**config.mk**
```make
export PLATFORM = sky130hd
export DESIGN_NAME = csi_tx_packet_assembler
export DESIGN_NICKNAME = d
export VERILOG_FILES = /design/src/rtl/csi_tx_packet_assembler.sv
export SDC_FILE = /design/constraint.sdc
export NUM_CORES = 1
export LEC_CHECK = 0
export CORE_UTILIZATION = 49
export CTS_CLUSTER_DIAMETER = 120
export DETAILED_ROUTE_END_ITERATION = 10
export PLACE_DENSITY = 0.75
export SLEW_MARGIN = 0
export SYNTH_ARGS = -nofsm -noshare
export SYNTH_HDL_FRONTEND = slang
export SYNTH_SLANG_ARGS = --single-unit
```
**constraint.sdc**
```tcl
create_clock -name clk -period 8.3 [get_ports clk]
set_input_delay 2.075 -clock clk [delete_from_list [all_inputs] [get_ports clk]]
set_output_delay 2.075 -clock clk [all_outputs]
set_load 0.05 [all_outputs]
```
**src/rtl/csi_tx_packet_assembler.sv**
```systemverilog
// CSI-2 TX packet assembler: frames showahead-FIFO line data into FS / long line / FE
// packets and streams them as 32-bit words through a single valid/ready output register.
module csi_tx_packet_assembler #(
    parameter int unsigned LINE_BYTES      = 640,
    parameter int unsigned LINES_PER_FRAME = 480,
    parameter logic [5:0]  DATA_TYPE       = 6'h24,
    parameter logic [1:0]  VIRTUAL_CHANNEL = 2'd0
) (
    input  logic        clk,
    input  logic        rst,
    input  logic        enable,
    input  logic [31:0] fifo_data,
    input  logic        fifo_not_empty,
    input  logic        fifo_line_ready,
    output logic        fifo_read_ack,
    output logic [31:0] pkt_data,
    output logic        pkt_valid,
    input  logic        pkt_ready,
    output logic        pkt_sop,
    output logic        pkt_eop,
    output logic [1:0]  pkt_bytes,
    output logic        frame_active
);

    localparam int unsigned WORDS = LINE_BYTES / 4;
    localparam int unsigned WCW   = 14;
    localparam int unsigned LCW   = 12;

    typedef enum logic [2:0] {
        S_IDLE,
        S_FS,
        S_WAIT_LINE,
        S_HDR,
        S_PAYLOAD,
        S_CRC,
        S_FE
    } state_t;

    // CSI-2 Hamming parity over {WC, DI}; each mask selects the data bits feeding one parity bit
    function automatic logic [7:0] f_ecc(input logic [23:0] d);
        logic [7:0] e;
        e    = '0;
        e[0] = ^(d & 24'hF12CB7);
        e[1] = ^(d & 24'hF2555B);
        e[2] = ^(d & 24'h749A6D);
        e[3] = ^(d & 24'hB8E38E);
        e[4] = ^(d & 24'hDF03F0);
        e[5] = ^(d & 24'hEFFC00);
        return e;
    endfunction

    function automatic logic [15:0] f_crc(input logic [15:0] c, input logic [31:0] d);
        logic [15:0] r;
        logic        fb;
        r = c;
        for (int unsigned i = 0; i < 32; i++) begin
            fb = r[0] ^ d[i];
            r  = {1'b0, r[15:1]} ^ (fb ? 16'h8408 : 16'h0000);
        end
        return r;
    endfunction

    state_t           r_state;
    logic [15:0]      r_frame_num;
    logic [LCW-1:0]   r_line_cnt;
    logic [WCW-1:0]   r_word_cnt;
    logic [15:0]      r_crc;
    logic             r_sent;
    logic             r_frame_active;
    logic [31:0]      r_data;
    logic             r_valid;
    logic             r_sop;
    logic             r_eop;
    logic [1:0]       r_bytes;

    logic             w_accept;
    logic             w_can_load;
    logic             w_pop;
    logic [15:0]      w_crc_next;
    logic [31:0]      w_fs_word;
    logic [31:0]      w_fe_word;
    logic [31:0]      w_hdr_word;
    logic             w_load;
    logic [31:0]      w_ld_data;
    logic             w_ld_sop;
    logic             w_ld_eop;
    logic [1:0]       w_ld_bytes;

    assign w_accept   = r_valid & pkt_ready;
    assign w_can_load = ~r_valid | pkt_ready;
    assign w_pop      = (r_state == S_PAYLOAD) & w_can_load & fifo_not_empty;
    assign w_crc_next = f_crc(r_crc, fifo_data);

    assign w_fs_word  = {f_ecc({r_frame_num, VIRTUAL_CHANNEL, 6'h00}), r_frame_num,
                         VIRTUAL_CHANNEL, 6'h00};
    assign w_fe_word  = {f_ecc({r_frame_num, VIRTUAL_CHANNEL, 6'h01}), r_frame_num,
                         VIRTUAL_CHANNEL, 6'h01};
    assign w_hdr_word = {f_ecc({16'(LINE_BYTES), VIRTUAL_CHANNEL, DATA_TYPE}),
                         16'(LINE_BYTES), VIRTUAL_CHANNEL, DATA_TYPE};

    assign fifo_read_ack = w_pop;
    assign pkt_data      = r_data;
    assign pkt_valid     = r_valid;
    assign pkt_sop       = r_sop;
    assign pkt_eop       = r_eop;
    assign pkt_bytes     = r_bytes;
    assign frame_active  = r_frame_active;

    // Selects the word (if any) entering the output register this cycle
    always_comb begin
        w_load     = 1'b0;
        w_ld_data  = '0;
        w_ld_sop   = 1'b0;
        w_ld_eop   = 1'b0;
        w_ld_bytes = '0;
        case (r_state)
            S_FS: begin
                if (!r_sent && w_can_load) begin
                    w_load    = 1'b1;
                    w_ld_data = w_fs_word;
                    w_ld_sop  = 1'b1;
                    w_ld_eop  = 1'b1;
                end
            end
            S_HDR: begin
                if (w_can_load) begin
                    w_load    = 1'b1;
                    w_ld_data = w_hdr_word;
                    w_ld_sop  = 1'b1;
                end
            end
            S_PAYLOAD: begin
                if (w_pop) begin
                    w_load    = 1'b1;
                    w_ld_data = fifo_data;
                end
            end
            S_CRC: begin
                if (w_can_load) begin
                    w_load     = 1'b1;
                    w_ld_data  = {16'h0000, r_crc};
                    w_ld_eop   = 1'b1;
                    w_ld_bytes = 2'd2;
                end
            end
            S_FE: begin
                if (!r_sent && w_can_load) begin
                    w_load    = 1'b1;
                    w_ld_data = w_fe_word;
                    w_ld_sop  = 1'b1;
                    w_ld_eop  = 1'b1;
                end
            end
            default: ;
        endcase
    end

    always_ff @(posedge clk or posedge rst) begin
        if (rst) begin
            r_state        <= S_IDLE;
            r_frame_num    <= '0;
            r_line_cnt     <= '0;
            r_word_cnt     <= '0;
            r_crc          <= 16'hFFFF;
            r_sent         <= 1'b0;
            r_frame_active <= 1'b0;
            r_data         <= '0;
            r_valid        <= 1'b0;
            r_sop          <= 1'b0;
            r_eop          <= 1'b0;
            r_bytes        <= '0;
        end else begin
            if (w_accept) begin
                r_valid <= 1'b0;
            end
            if (w_load) begin
                r_data  <= w_ld_data;
                r_valid <= 1'b1;
                r_sop   <= w_ld_sop;
                r_eop   <= w_ld_eop;
                r_bytes <= w_ld_bytes;
            end

            case (r_state)
                S_IDLE: begin
                    if (enable) begin
                        r_frame_num <= (r_frame_num == 16'hFFFF) ? 16'd1 : r_frame_num + 16'd1;
                        r_sent      <= 1'b0;
                        r_state     <= S_FS;
                    end
                end
                // FS/FE hold the state until their own word is accepted; r_sent marks it loaded
                S_FS: begin
                    if (w_load) begin
                        r_sent <= 1'b1;
                    end else if (r_sent && w_accept) begin
                        r_sent         <= 1'b0;
                        r_frame_active <= 1'b1;
                        r_state        <= S_WAIT_LINE;
                    end
                end
                S_WAIT_LINE: begin
                    if (fifo_line_ready) begin
                        r_state <= S_HDR;
                    end
                end
                S_HDR: begin
                    if (w_load) begin
                        r_crc      <= 16'hFFFF;
                        r_word_cnt <= '0;
                        r_state    <= S_PAYLOAD;
                    end
                end
                S_PAYLOAD: begin
                    if (w_load) begin
                        r_crc      <= w_crc_next;
                        r_word_cnt <= r_word_cnt + 1'b1;
                        if (r_word_cnt == WCW'(WORDS - 1)) begin
                            r_state <= S_CRC;
                        end
                    end
                end
                S_CRC: begin
                    if (w_load) begin
                        r_line_cnt <= r_line_cnt + 1'b1;
                        r_sent     <= 1'b0;
                        if (r_line_cnt == LCW'(LINES_PER_FRAME - 1)) begin
                            r_state <= S_FE;
                        end else begin
                            r_state <= S_WAIT_LINE;
                        end
                    end
                end
                S_FE: begin
                    if (w_load) begin
                        r_sent <= 1'b1;
                    end else if (r_sent && w_accept) begin
                        r_sent         <= 1'b0;
                        r_frame_active <= 1'b0;
                        r_line_cnt     <= '0;
                        r_state        <= S_IDLE;
                    end
                end
                default: r_state <= S_IDLE;
            endcase
        end
    end

endmodule

```
# Yosys cells after proc, flatten, opt, wreduce, memory -nomap -nowiden

Index checks and enable logic that the tools add are counted.

Memories kept: 0
Flip-flop bits (word level): 100
Logic and storage cells: 210
Latch bits: 0
Memory bits (writable): 0
Memory bits (read-only): 0

Div/mod/pow operators: 0
Shifts and indexed selects: 0
Equality and inequality tests: 20
Reduce and logical (&&, ||, !) cells: 26
$mul: 0
Add/sub/neg operators: 3
Order comparisons: 0
Multiplexer cells: 80
Bitwise gates (word level): 69

Operator list:

| operator                                                               | number |
|---|---|
| 16-bit two-way mux                                                     | 36 |
| 15-bit by 16-bit XOR with 16-bit output                                | 32 |
| 24-bit XOR reduction                                                   | 9 |
| 32-bit case mux with 5 select lines                                    | 1 |
| 30-bit two-way mux                                                     | 2 |
| 12-bit two-way mux                                                     | 3 |
| 3-bit two-way mux                                                      | 11 |
| 32-bit two-way mux                                                     | 1 |
| 16-bit case mux with 2 select lines                                    | 1 |
| 1-bit XOR                                                              | 32 |
| 14-bit two-way mux                                                     | 2 |
| 14-bit case mux with 2 select lines                                    | 1 |
| 27-bit two-way mux                                                     | 1 |
| 12-bit case mux with 2 select lines                                    | 1 |
| 3-bit case mux with 7 select lines                                     | 1 |
| 2-bit inequality test, second input constant                           | 9 |
| 16-bit by 1-bit adder with 16-bit output, second input constant        | 1 |
| 16-bit equality test, second input constant                            | 1 |
| 14-bit by 1-bit adder with 14-bit output, second input constant        | 1 |
| 14-bit by 8-bit equality test with 1-bit output, second input constant | 1 |
| 12-bit by 1-bit adder with 12-bit output, second input constant        | 1 |
| 12-bit by 9-bit equality test with 1-bit output, second input constant | 1 |
| 1-bit two-way mux                                                      | 12 |
| 10-bit AND reduction                                                   | 1 |
| other kinds (21)                                                       | 36 |

# Depth between registers and ports, before layout

Gate-level depths: netlist of run 1.

Depth in word-level cells: 98
Gate-level depth with buffers: 9

# Least setup slack after synthesis of run 1

Ideal clock, no wire load.

Kind: input to output
Start point: in pkt_ready
End point: out fifo_read_ack
Buffers on the path: 2
Data required time: 6225 ps
Stages on the path: 5
Slack: 2772 ps
Arrival: 3453 ps
Cell sequence: nand2b_1 nand3_1 inv_1 clkbuf_1 clkbuf_1

Cells in the longest elaborated chain, start to end: 3

Ends and longest elaborated chain:

| item                    | line | text |
|---|---|---|
| from (decl)             | 18   | `input logic pkt_ready,` |
| 1-bit OR                | 90   | `assign w_can_load = ~r_valid \| pkt_ready;` |
| 1-bit AND (2 in series) | 91   | `assign w_pop = (r_state == S_PAYLOAD) & w_can_load & fifo_not_empty;` |
| to (decl)               | 15   | `output logic fifo_read_ack,` |

No other way between the ends.

# Worst setup path in the final report of run 1

Same ends and word-level chain as after synthesis.

==> results of run 1 <==
## through the flow
stage	power, W	hold WS [ps]	util, %	cells
4_1_cts	0.00414	492	60.8	844
6_report	0.00413	486	60.8	844
2_1_floorplan	0.00309	489	-	606
5_1_grt	0.00438	511	60.8	844
3_3_place_gp	0.00357	461	57.9	828
3_5_place_dp	0.00363	475	57.9	828
## worst register-to-register path: cells and delay by family, from the launching register on
family	cells	cell delay [ps]
xor+xnor	1	140
buf+inv	2	690
flops	1	770
simple gates	6	1330
## worst paths after layout
kind / start / end / cells after the start
setup / recovery: pkt_ready / fifo_read_ack / 5
hold / removal: pkt_bytes[1]$_DFFE_PP0P_ / pkt_bytes[1]$_DFFE_PP0P_ / 2
setup reg to reg: r_state[2]$_DFFE_PP0P_ / r_word_cnt[12]$_DFFE_PP0P_ / 9
hold reg to reg: pkt_bytes[1]$_DFFE_PP0P_ / pkt_bytes[1]$_DFFE_PP0P_ / 2
max in group asynchronous: rst / r_word_cnt[1]$_DFFE_PP0P_ / 3
min in group asynchronous: rst / r_line_cnt[0]$_DFFE_PP0P_ / 2
## logic make-up (layout without fill, tap and decap cells)
logic type / after synthesis / after routing / synth area share (%)
simple gates: 186 / 186 / 14.7
xor+xnor: 153 / 153 / 26.7
compound gates: 109 / 109 / 11.8
flops: 99 / 99 / 41.1
buf+inv: 43 / 113 / 2.72
fa+ha+maj: 10 / 10 / 2.06
mux: 5 / 5 / 0.865
other cells: 1 / 1 / 0.0617
## cell type report
class / count / share of cell area (%)
clock buffers: 12 / 3.63
clock inverters: 4 / 1.06
inverters: 16 / 0.853
multi-input cells: 464 / 46.7
flip-flops and latches: 99 / 34.1
well taps: 168 / 2.87
repair buffers: 81 / 10.9
## cells in the mapped netlist (all sizes together) (7+ instances only)
cell type / count / area (um2)
a21oi: 36 / 180
a222oi: 10 / 100
a22oi: 7 / 52.6
and3: 11 / 70.1
clkbuf: 25 / 93.8
dfrtp: 83 / 2080
dfstp: 16 / 420
ha: 10 / 125
inv: 16 / 60.1
nand2: 40 / 150
nand3: 20 / 100
nand4: 13 / 81.3
nor2: 62 / 233
nor3: 12 / 60.1
o21ai: 23 / 115
xnor2: 89 / 795
xnor3: 15 / 350
xor2: 47 / 427
## power by group
group	internal, W	switching, W
clock	0.000291	0.000193
combinational	0.00149	0.00146
sequential	0.000623	0.0000719
total	0.00240	0.00172
## per-layer routing
metal / vias to the layer above / routed length [um] / track usage [%]
li1: 2241 / - / -
met1: 2361 / 6770 / 33.3
met2: 138 / 7760 / 42.8
met3: 25 / 682 / 3.16
met4: 0 / 347 / 10.4
met5: - / 0 / 0
## state kept, by name (all words and copies together) (netlist names)
signal	count
r_frame_num	16
pkt_eop	1
pkt_data	32
pkt_valid	1
r_crc	16
r_state	3
r_line_cnt	12
pkt_bytes	1
r_word_cnt	14
pkt_sop	1
frame_active	1
r_sent	1
==> results list, run 1 <==
- Gates resized during post-CTS repair numbered 0.
- Number of synthesized flops with an enable pin: 0
- Placer Congestion: around 0.87
* DP Wirelength: 11.1 mm
- Syn Nets: approximately 650
* Synth Cell Area: a little over 0.006 mm2
- Counting stages on the worst path, the most repeated cell is sky130_fd_sc_hd__clkdlybuf4s50_1.
- Dividing the detail-routed wire length by the instance count gives between 15 and 20 um.
- Clk slew on worst S/H paths: about 70 ps
- Number of clock sinks seen by CTS: 99
- Number of maximum-capacitance constraint violations: 0
- The final-report hold violation count came to 0.
- 0 antenna diodes ended up in the layout.
- Non-Filler Cell Area, Final: roughly 0.0073 mm2
- Total clock buffers created by CTS: 9
- Sequential elements use 41.1% of the synthesized area.
* Worst hold path type: flip-flop to flip-flop
- The most used flip-flop cell after synthesis is sky130_fd_sc_hd__dfrtp_1.
* Initial antenna violation count: 0
* Number of port buffers: 75
* Setup slack on the worst flop-to-flop path: roughly 5300 ps
- Pin slew with the least headroom to its limit: ~1200 ps
- Distinct cell type count after synthesis: between 50 and 60
- Entering global routing, the biggest net connects 69 pins.
- The die covers between 0.01 and 0.015 mm2.
- Clock tree from TritonCTS: built
* WP data arrival: roughly 4200 ps
- Post-synth ARST share: 100%
- Cells after Synth: 606
- Maximum resistive drop on vdd: between 0.0005 and 0.0006 V
* Number of storage elements in the synthesis netlist: just under 100
* Capturing element type of the critical path: output port
* All-layer global routing usage: roughly a quarter
* Rel. slew slack: 20.1%
* Count of unresolved DRC violations after routing: 0
- Final period utilization: between 70% and 80%
- Measured along the x axis, the die boundary spans between 100 and 150 um.
- On the worst path, the slowest cell contributes a delay of between 800 and 900 ps.
- The Yosys step of the flow raised 0 warnings.
* Routed via count: approximately 4800
- Detailed Route Iter0 Violations: 370
- Derived from the worst setup path, the maximum achievable clock frequency is roughly 160 MHz.
* Y dimension of the die: around 110 um
* Delay-heaviest family, CP: buffers and inverters
- Leading cell type in the layout, fill and taps excluded: sky130_fd_sc_hd__xnor2_1
- Cell chain of the critical path: clkdlybuf4s50_1, nand2b_1, nand3_1, inv_1, clkdlybuf4s50_1
- The clock period could shrink to around 6300 ps.
- The floorplan has 40 rows.
- Hold bufs inserted after CTS: 0
- Buffers and inverters on the worst path: 3
- Summed over all cells, the static leakage comes to 3.19 nW.
* Biggest fanout along the worst timing path: 8
- Core region area: about 0.012 mm2
- The first detailed-routing pass took 5 iterations.
* Via density per instance: approximately 5.6
- Footprint of the multi-input gates: approximately 0.0034 mm2
* Cell area reported after detailed placement: 0.00699 mm2
* Global-route wire length before repair: roughly 25 mm
* Slowest stage cell on the critical path: sky130_fd_sc_hd__clkdlybuf4s50_1
- The worst path meets setup with about 2000 ps of slack.
- The H-tree generated during clock tree synthesis spans 3 levels.
* Worst slack after detailed placement: ~2000 ps
- The library cells used most frequently in the layout, excluding fill and tap cells, are sky130_fd_sc_hd__xnor2_1, sky130_fd_sc_hd__dfrtp_1, sky130_fd_sc_hd__clkdlybuf4s50_1.
- Type of the worst setup path: input port to output port
- The initial utilization of the core area, before any placement, comes to between 50% and 60%.
- The average instance in the mapped netlist occupies 10.0 um2.
- Buffer depth of the longest clock path: 2
- STA classifies the critical path startpoint as an input port.
- Number of endpoints failing setup at the final stage: 0
- On the final layout, the worst clock skew is 6.81 ps.
- Sequential cell area: ~0.0025 mm2
* Ports placed on the boundary: 77
* Setup TNS: 0 ps
- After the last flow step, the layout net total stands at ~720.
* Count of pins over their slew limit: 0
- Post-synthesis to final-layout area growth: 20.7%
- After global routing the overflow that remains totals 0.
- Number of global-route vias before repair: ~4700
- STA puts the critical path data required time at around 6200 ps.
* Root buffer cell: sky130_fd_sc_hd__clkbuf_16
- The run finished with clean final reports.
* Unrepaired setup endpoints after global routing: false
- PD cells: approximately 560 mW/mm2
- Wires add up to between 15 and 20 mm.
- Final ANT Viol Nets: 0
- Share of layout cells above drive strength 1: 8.28%
- Counting the fill cells in the layout gives 1005.
* Latest clock arrival within the worst-skew pair: approximately 360 ps
* Setup Fix Bufs, Post-CTS: 0
Power figures use the tool's default switching activity.
==> run 2, diff against run 1 <==
--- a/config.mk
+++ b/config.mk
@@ -8,7 +8,7 @@
 export CORE_UTILIZATION = 49
 export CTS_CLUSTER_DIAMETER = 120
 export DETAILED_ROUTE_END_ITERATION = 10
-export PLACE_DENSITY = 0.75
+export PLACE_DENSITY = 0.78
 export SLEW_MARGIN = 0
 export SYNTH_ARGS = -nofsm -noshare
 export SYNTH_HDL_FRONTEND = slang
==> constraint.sdc (replaced) <==
create_clock -name clk -period 5.3 [get_ports clk]
set_input_delay 1.325 -clock clk [delete_from_list [all_inputs] [get_ports clk]]
set_output_delay 1.325 -clock clk [all_outputs]
set_load 0.05 [all_outputs]
==> run 2 against run 1 <==
Net effect: worst hold slack worse by 4.2 ps; non-clock buffer count grew 1; highest routed layer unchanged; clock power grew 33%; largest cell class unchanged; count of clock-buffer cells in the layout decreased by 1; wire length is 0.30% lower; cell area down 0.53%; global-route usage is 0.29 points higher; utilization is 0.32 points lower; critical path type unchanged; die area is the same; combinational power rose by 54%; power up 52%.
==> results list, run 2 (synthesis gave the netlist of run 1 again) <==
- The static leakage power was 3.17 nW (-0.56%).
- The number of gates given a new drive strength after cts is 0 (unchanged).
- WP data arrival: 2830 ps (-1390 ps)
- The worst setup path is launched from an input port.
- Starting density of the core: 50.4% (unchanged)
* Ports placed on the boundary: 77 (unchanged)
- The slack of the worst reg-to-reg path is 2280 ps (-2970 ps).
- The total detailed-routing wirelength is 15.5 mm (-0.30%).
- Setup repair after global routing left no endpoint under its margin.
- The largest buffer count on any clock path was 2 (unchanged).
* Drt wl/cell: 18.4 um (-0.42%)
- Maximum resistive drop on vdd: 0.000827 V (+55%)
- The run finished with clean final reports.
* Setup Fix Bufs, Post-CTS: 0 (unchanged)
- The switching power total is 0.00264 W (+53%).
- The fraction of final layout cells with drive strength greater than 1 is 8.57% (+0.28 points).
- Number of endpoints failing setup at the final stage: 0 (unchanged)
- The post-route non-filler standard cell count is 845 (+0.12%).
- Hold bufs inserted after CTS: 0 (unchanged)
- Root buffer cell: sky130_fd_sc_hd__clkbuf_16
- The worst setup slack before clock tree synthesis came to 1190 ps (-851 ps).
* All-layer global routing usage: 25.7% (+0.29 points)
* Count of unresolved DRC violations after routing: 0 (unchanged)
- Routed via count: 4833 (+1.4%)
- STA classifies the critical path endpoint as an output port.
* Clock tree from TritonCTS: built
- Total grt overflow: 0 (unchanged)
- The initial detailed-routing violation count is 369 (-0.27%).
- The clock network fraction of total power came to 10.2% (-1.5 points).
- The TritonCTS sink count came to 99 (unchanged).
- Number of port buffers: 75 (unchanged)
- Pre-antenna DRT Iters: 7 (+2)
* Final period demand of the worst path: 4150 ps
- The standard cell core area was 0.0121 mm2 (unchanged).
- The CTS buffer count is 9 (unchanged).
- Layout filler cell count: 991 (-1.4%)
- The flip-flop count of the largest register, all copies and words added was 32 (unchanged).
- The combinational share of power is 72.4% (+1.0 points).
- The count of maximum capacitance violations came to 0 (unchanged).
* Worst hold path type: flip-flop to flip-flop
- Rel. slew slack: 18.7% (-1.4 points)
- Clk slew on worst S/H paths: 70 ps (about the same)
* Via density per instance: 5.72 (+1.3%)
- Type of the worst setup path: input port to output port
- Leaving out fill and tap cells, the most frequent cells in the layout are sky130_fd_sc_hd__xnor2_1, sky130_fd_sc_hd__dfrtp_1, sky130_fd_sc_hd__clkdlybuf4s50_1.
* Die width: 113 um (unchanged)
* Post-synthesis to final-layout area growth: 20.0%
- Placer Congestion: 0.907 (+3.8%)
- The final-report hold violation count came to 0 (unchanged).
- Rows: 40 (unchanged)
- The latest clock arrival within the worst-skew pair is 360 ps (about the same).
- The number of H-tree levels is 3 (unchanged).
- Clk_skew: 12.7 ps (+5.93 ps)
- FMAX: ~240 MHz
- Initial antenna violation count: 0 (unchanged)
* Power Internal: 0.00365 W (+52%)
* Placed cells: 829 (+0.12%)
* Switching share of power: 42.0% (+0.16 points)
- The die area came to 0.0129 mm2 (unchanged).
- The final setup slack of the worst path came to 1150 ps (-861 ps).
- Leading cell type in the layout, fill and taps excluded: sky130_fd_sc_hd__xnor2_1
- The worst path uses 78.4% of the clock period.
- The via count of the first global-routing pass is 4751 (+0.11%).
- Final net count: 720 (+0.14%)
- The final number of max-transition violations is 0 (unchanged).
* Y dimension of the die: 113 um (unchanged)
- The cell area power density is 862 mW/mm2 (+53%).
- The fraction of power consumed by sequential logic came to 17.4% (+0.6 points).
* Pin slew with the least headroom to its limit: 1210 ps (+21.4 ps)
- The placed wire-length estimate after detailed placement was 11.3 mm (+1.8%).
* Global-route wire length before repair: 25.2 mm (+0.94%)
* N_diodes: 0 (unchanged)
- CP required: 3970 ps (-2260 ps)
* Biggest fanout along the worst timing path: 8 (unchanged)
* Final ANT Viol Nets: 0 (unchanged)
* Setup TNS: 0 ps (unchanged)
- Largest net degree at the start of global routing: 70 (+1.4%)
- The final worst hold slack is 481 ps (-4.20 ps).
* Final Core Density: 60.5% (-0.32 points)
run 2: layout make-up:
class / count / area [um2] / share of cell area, %
Tap cell: 168 / 210 / 2.88
Clock buffer: 11 / 253 / 3.46
Sequential cell: 99 / 2500 / 34.2
Clock inverter: 5 / 35.0 / 0.480
Multi-Input combinational cell: 464 / 3420 / 46.9
Inverter: 16 / 62.6 / 0.858
Timing Repair Buffer: 82 / 813 / 11.1
run 2: power by group through the flow:
| stage | combinational, W | clock (W) | sequential, W |
|---|---|---|---|
| floorplan | 0.00364 | 0 | 0.00120 |
| global placement | 0.00441 | 0 | 0.00110 |
| detailed placement | 0.00447 | 0 | 0.00110 |
| CTS | 0.00454 | 0.000653 | 0.00109 |
| global route | 0.00484 | 0.000685 | 0.00111 |
| finish | 0.00455 | 0.000644 | 0.00109 |
run 2: final timing paths:
path                                          endpoint                    start  cells after the start
max                                      fifo_read_ack                pkt_ready                      5
min                            pkt_data[5]$_DFFE_PP0P_  pkt_data[5]$_DFFE_PP0P_                      2
max reg2reg                r_frame_num[15]$_DFFE_PP0P_   r_state[2]$_DFFE_PP0P_                      7
min reg2reg                    pkt_data[5]$_DFFE_PP0P_  pkt_data[5]$_DFFE_PP0P_                      2
max in group asynchronous         r_crc[2]$_DFFE_PP1P_                      rst                      3
min in group asynchronous      pkt_data[0]$_DFFE_PP0P_                      rst                      2
run 2: per-layer routing:
metal / routed length (um) / track usage (%) / vias to the layer above
met1: 6530 / 33.5 / 2404
met5: 0 / 0 / -
met4: 338 / 11.1 / 0
met2: 7730 / 43.1 / 168
li1: - / - / 2235
met3: 913 / 3.16 / 26
run 2: stage by stage:
stage	power [W]	cell area (um2)
2_1_floorplan	0.00484	6080
3_3_place_gp	0.00551	7010
3_5_place_dp	0.00558	7010
4_1_cts	0.00628	7290
5_1_grt	0.00663	7290
6_report	0.00629	7290
run 2: worst max-delay path, stage by stage:
cell and delay (ps):
sky130_fd_sc_hd__clkdlybuf4s50_1 620, sky130_fd_sc_hd__nand2b_1 250, sky130_fd_sc_hd__nand3_1 230, sky130_fd_sc_hd__inv_1 230, sky130_fd_sc_hd__buf_12 160
==> run 3, diff against run 2 <==
==> constraint.sdc (replaced) <==
create_clock -name clk -period 3.6 [get_ports clk]
set_input_delay 0.9 -clock clk [delete_from_list [all_inputs] [get_ports clk]]
set_output_delay 0.9 -clock clk [all_outputs]
set_load 0.05 [all_outputs]
==> run 3 against run 2 <==
Net effect: critical path type is now input port to flip-flop; cell count up 1.8%; setup slack got worse by 740 ps; non-clock buffer count is 15 higher; critical path depth is 3 higher; sequential power rose by 49%; count of clock-buffer cells in the layout fell by 1; critical endpoint is now r_crc[7]$_DFFE_PP1P_; first-iteration DRC count up 7.3%; largest power group unchanged; die area unchanged.
==> results list, run 3 (synthesis gave the netlist of run 1 again) <==
- The run finished with clean final reports.
* Final net count: 735 (+2.1%)
- Reported leakage power: 3.26 nW (+2.7%)
- Share of layout cells above drive strength 1: 10.4% (+1.8 points)
- The worst setup path is of the input port to flip-flop kind.
- The layout filler cell count was 994 (+0.30%).
- The die area was 0.0129 mm2 (unchanged).
- The CTS buffer count was 9 (unchanged).
* Y dimension of the die: 113 um (unchanged)
- Final cell count without fillers: 860 (+1.8%)
- Kind of start point of the critical path: input port
- The latest clock arrival within the worst-skew pair came to 350 ps (about the same).
* Total grt overflow: 0 (unchanged)
* FMAX: 313 MHz
- All-layer global routing usage: 25.6% (-0.079 points)
* Final period demand of the worst path: approximately 3200 ps
* Maximum resistive drop on vdd: 0.00120 V (+45%)
- Clock tree from TritonCTS: built
* Placed cells: 844 (+1.8%)
- Biggest fanout along the worst timing path: 2 (-6)
- The final estimated routing congestion in global placement is 0.902 (-0.54%).
- Root buffer cell: sky130_fd_sc_hd__clkbuf_16
* Capturing element type of the critical path: flip-flop
- The initial detailed-routing violation count came to 396 (+7.3%).
* Worst Reg-to-Reg Cells: 7 (unchanged)
- Leading cell type in the layout, fill and taps excluded: sky130_fd_sc_hd__xnor2_1
* Number of resized instances in the post-cts repair step: 0 (unchanged)
- The area growth from synthesis to layout is 22.6%.
- Starting density of the core: 50.4% (unchanged)
- The setup total negative slack came to 0 ps (unchanged).
- Clk slew on worst S/H paths: 70 ps (about the same)
* Number of H-tree levels: 3 (unchanged)
- WP data arrival: 3470 ps (+640 ps)
- The total detailed-routing wirelength was 15.5 mm (+0.19%).
- Number of endpoints with negative hold slack in the final report: 0 (unchanged)
- The flip-flop count of the largest register, all copies and words added was 32 (unchanged).
- The worst-case headroom to the max-slew limit is 17.0% (-1.7 points).
- The worst clock skew came to 9.74 ps (-2.99 ps).
* DP Wirelength: 11.4 mm (+0.77%)
- Largest net degree at the start of global routing: 52 (-26%)
- The TritonCTS sink count came to 99 (unchanged).
- The initial antenna violation count came to 0 (unchanged).
* Worst hold path depth: 2 (unchanged)
* Final period utilization: between 80 and 90%
* Number of global-route vias before repair: 4992 (+5.1%)
- The number of setup violations in the final report was 0 (unchanged).
- The total iterations of the first detailed-routing run is 5 (-2).
- Number of port buffers: 75 (unchanged)
- Die width: 113 um (unchanged)
- The worst-margin pin slew came to 1240 ps (+24.7 ps).
- Setup Fix Bufs, Post-CTS: 0 (unchanged)
* CP required: 3870 ps (-100 ps)
- The standard cell core area came to 0.0121 mm2 (unchanged).
- The cell area power density came to 1270 mW/mm2 (+47%).
- The hold buffer count at CTS came to 0 (unchanged).
- Ports placed on the boundary: 77 (unchanged)
- Via density per instance: 5.64 (-1.3%)
- Most frequent cells in the layout: sky130_fd_sc_hd__xnor2_1, sky130_fd_sc_hd__dfrtp_1, sky130_fd_sc_hd__clkdlybuf4s50_1
* Count of unresolved DRC violations after routing: 0 (unchanged)
- The final antenna diode count is 0 (unchanged).
- Routed via count: 4854 (+0.43%)
* Number of maximum-capacitance constraint violations: 0 (unchanged)
* Global-route wire length before repair: 25.4 mm (+0.93%)
* Drt wl/cell: 18.1 um (-1.6%)
* Worst hold path type: flip-flop to flip-flop
- The largest buffer count on any clock path came to 2 (unchanged).
* Unrepaired setup endpoints after global routing: false
- The remaining antenna violation count after routing is 0 (unchanged).
* Rows: 40 (unchanged)
- Count of pins over their slew limit: 0 (unchanged)
run 3: cell count changes in the layout (fill, tap and decap cells not counted), sizes merged:
| cell | change |
|---|---|
| clkinvlp | +1 |
| clkbuf | -1 |
| clkinv | -2 |
| bufinv | +2 |
| buf | +15 |
run 3: through the flow:
step	setup WS, ps	utilization, %	hold WS, ps	instance area, um2	power, W
after floorplan	136	-	489	6080	0.00712
after global placement	148	59.1	463	7130	0.00812
after detailed placement	85.3	59.1	472	7130	0.00832
after CTS	428	61.8	495	7450	0.00944
after global routing	277	61.8	529	7450	0.0101
final	405	61.8	487	7450	0.00944
run 3: area by class of cell:
class,count,area (um2),share of cell area (%)
tap,168,210,2.82
clock inverter,6,88.8,1.19
multi-input combinational,464,3420,46.0
timing repair buffer,97,938,12.6
clock buffer,10,229,3.07
inverter,16,62.6,0.840
sequential,99,2500,33.5
run 3: worst paths after layout:
check	startpoint	end	slack (ps)
setup / recovery	fifo_data[8]	r_crc[7]$_DFFE_PP1P_	410
hold / removal	pkt_data[5]$_DFFE_PP0P_	pkt_data[5]$_DFFE_PP0P_	490
setup reg to reg	r_crc[8]$_DFFE_PP1P_	r_crc[7]$_DFFE_PP1P_	920
hold reg to reg	pkt_data[5]$_DFFE_PP0P_	pkt_data[5]$_DFFE_PP0P_	490
max in group asynchronous	rst	pkt_data[26]$_DFFE_PP0P_	1910
min in group asynchronous	rst	pkt_data[11]$_DFFE_PP0P_	1020
run 3: critical path, cell delays in order:
cell	delay, ps
sky130_fd_sc_hd__clkdlybuf4s50_1	510
sky130_fd_sc_hd__xor2_1	320
sky130_fd_sc_hd__xor3_4	590
sky130_fd_sc_hd__xnor3_1	420
sky130_fd_sc_hd__xor2_1	200
sky130_fd_sc_hd__xnor2_1	260
sky130_fd_sc_hd__xnor2_1	110
sky130_fd_sc_hd__a21oi_1	170
run 3: power breakdown:
| part | switching (W) | internal [W] | total [W] | leakage, nW |
|---|---|---|---|---|
| Clock | 0.000431 | 0.000611 | 0.00104 | 0.149 |
| Combinational | 0.00325 | 0.00354 | 0.00679 | 1.88 |
| Sequential | 0.000179 | 0.00144 | 0.00162 | 1.23 |
| Total | 0.00386 | 0.00558 | 0.00944 | 3.26 |
run 3: layer usage:
| layer | vias up | share of wire [%] | GRT usage, % |
|---|---|---|---|
| met5 | - | 0 | 0 |
| met4 | 0 | 2.6 | 9.74 |
| met3 | 28 | 4.9 | 4.18 |
| met2 | 155 | 51 | 43.6 |
| met1 | 2408 | 42 | 32.8 |
| li1 | 2263 | - | - |
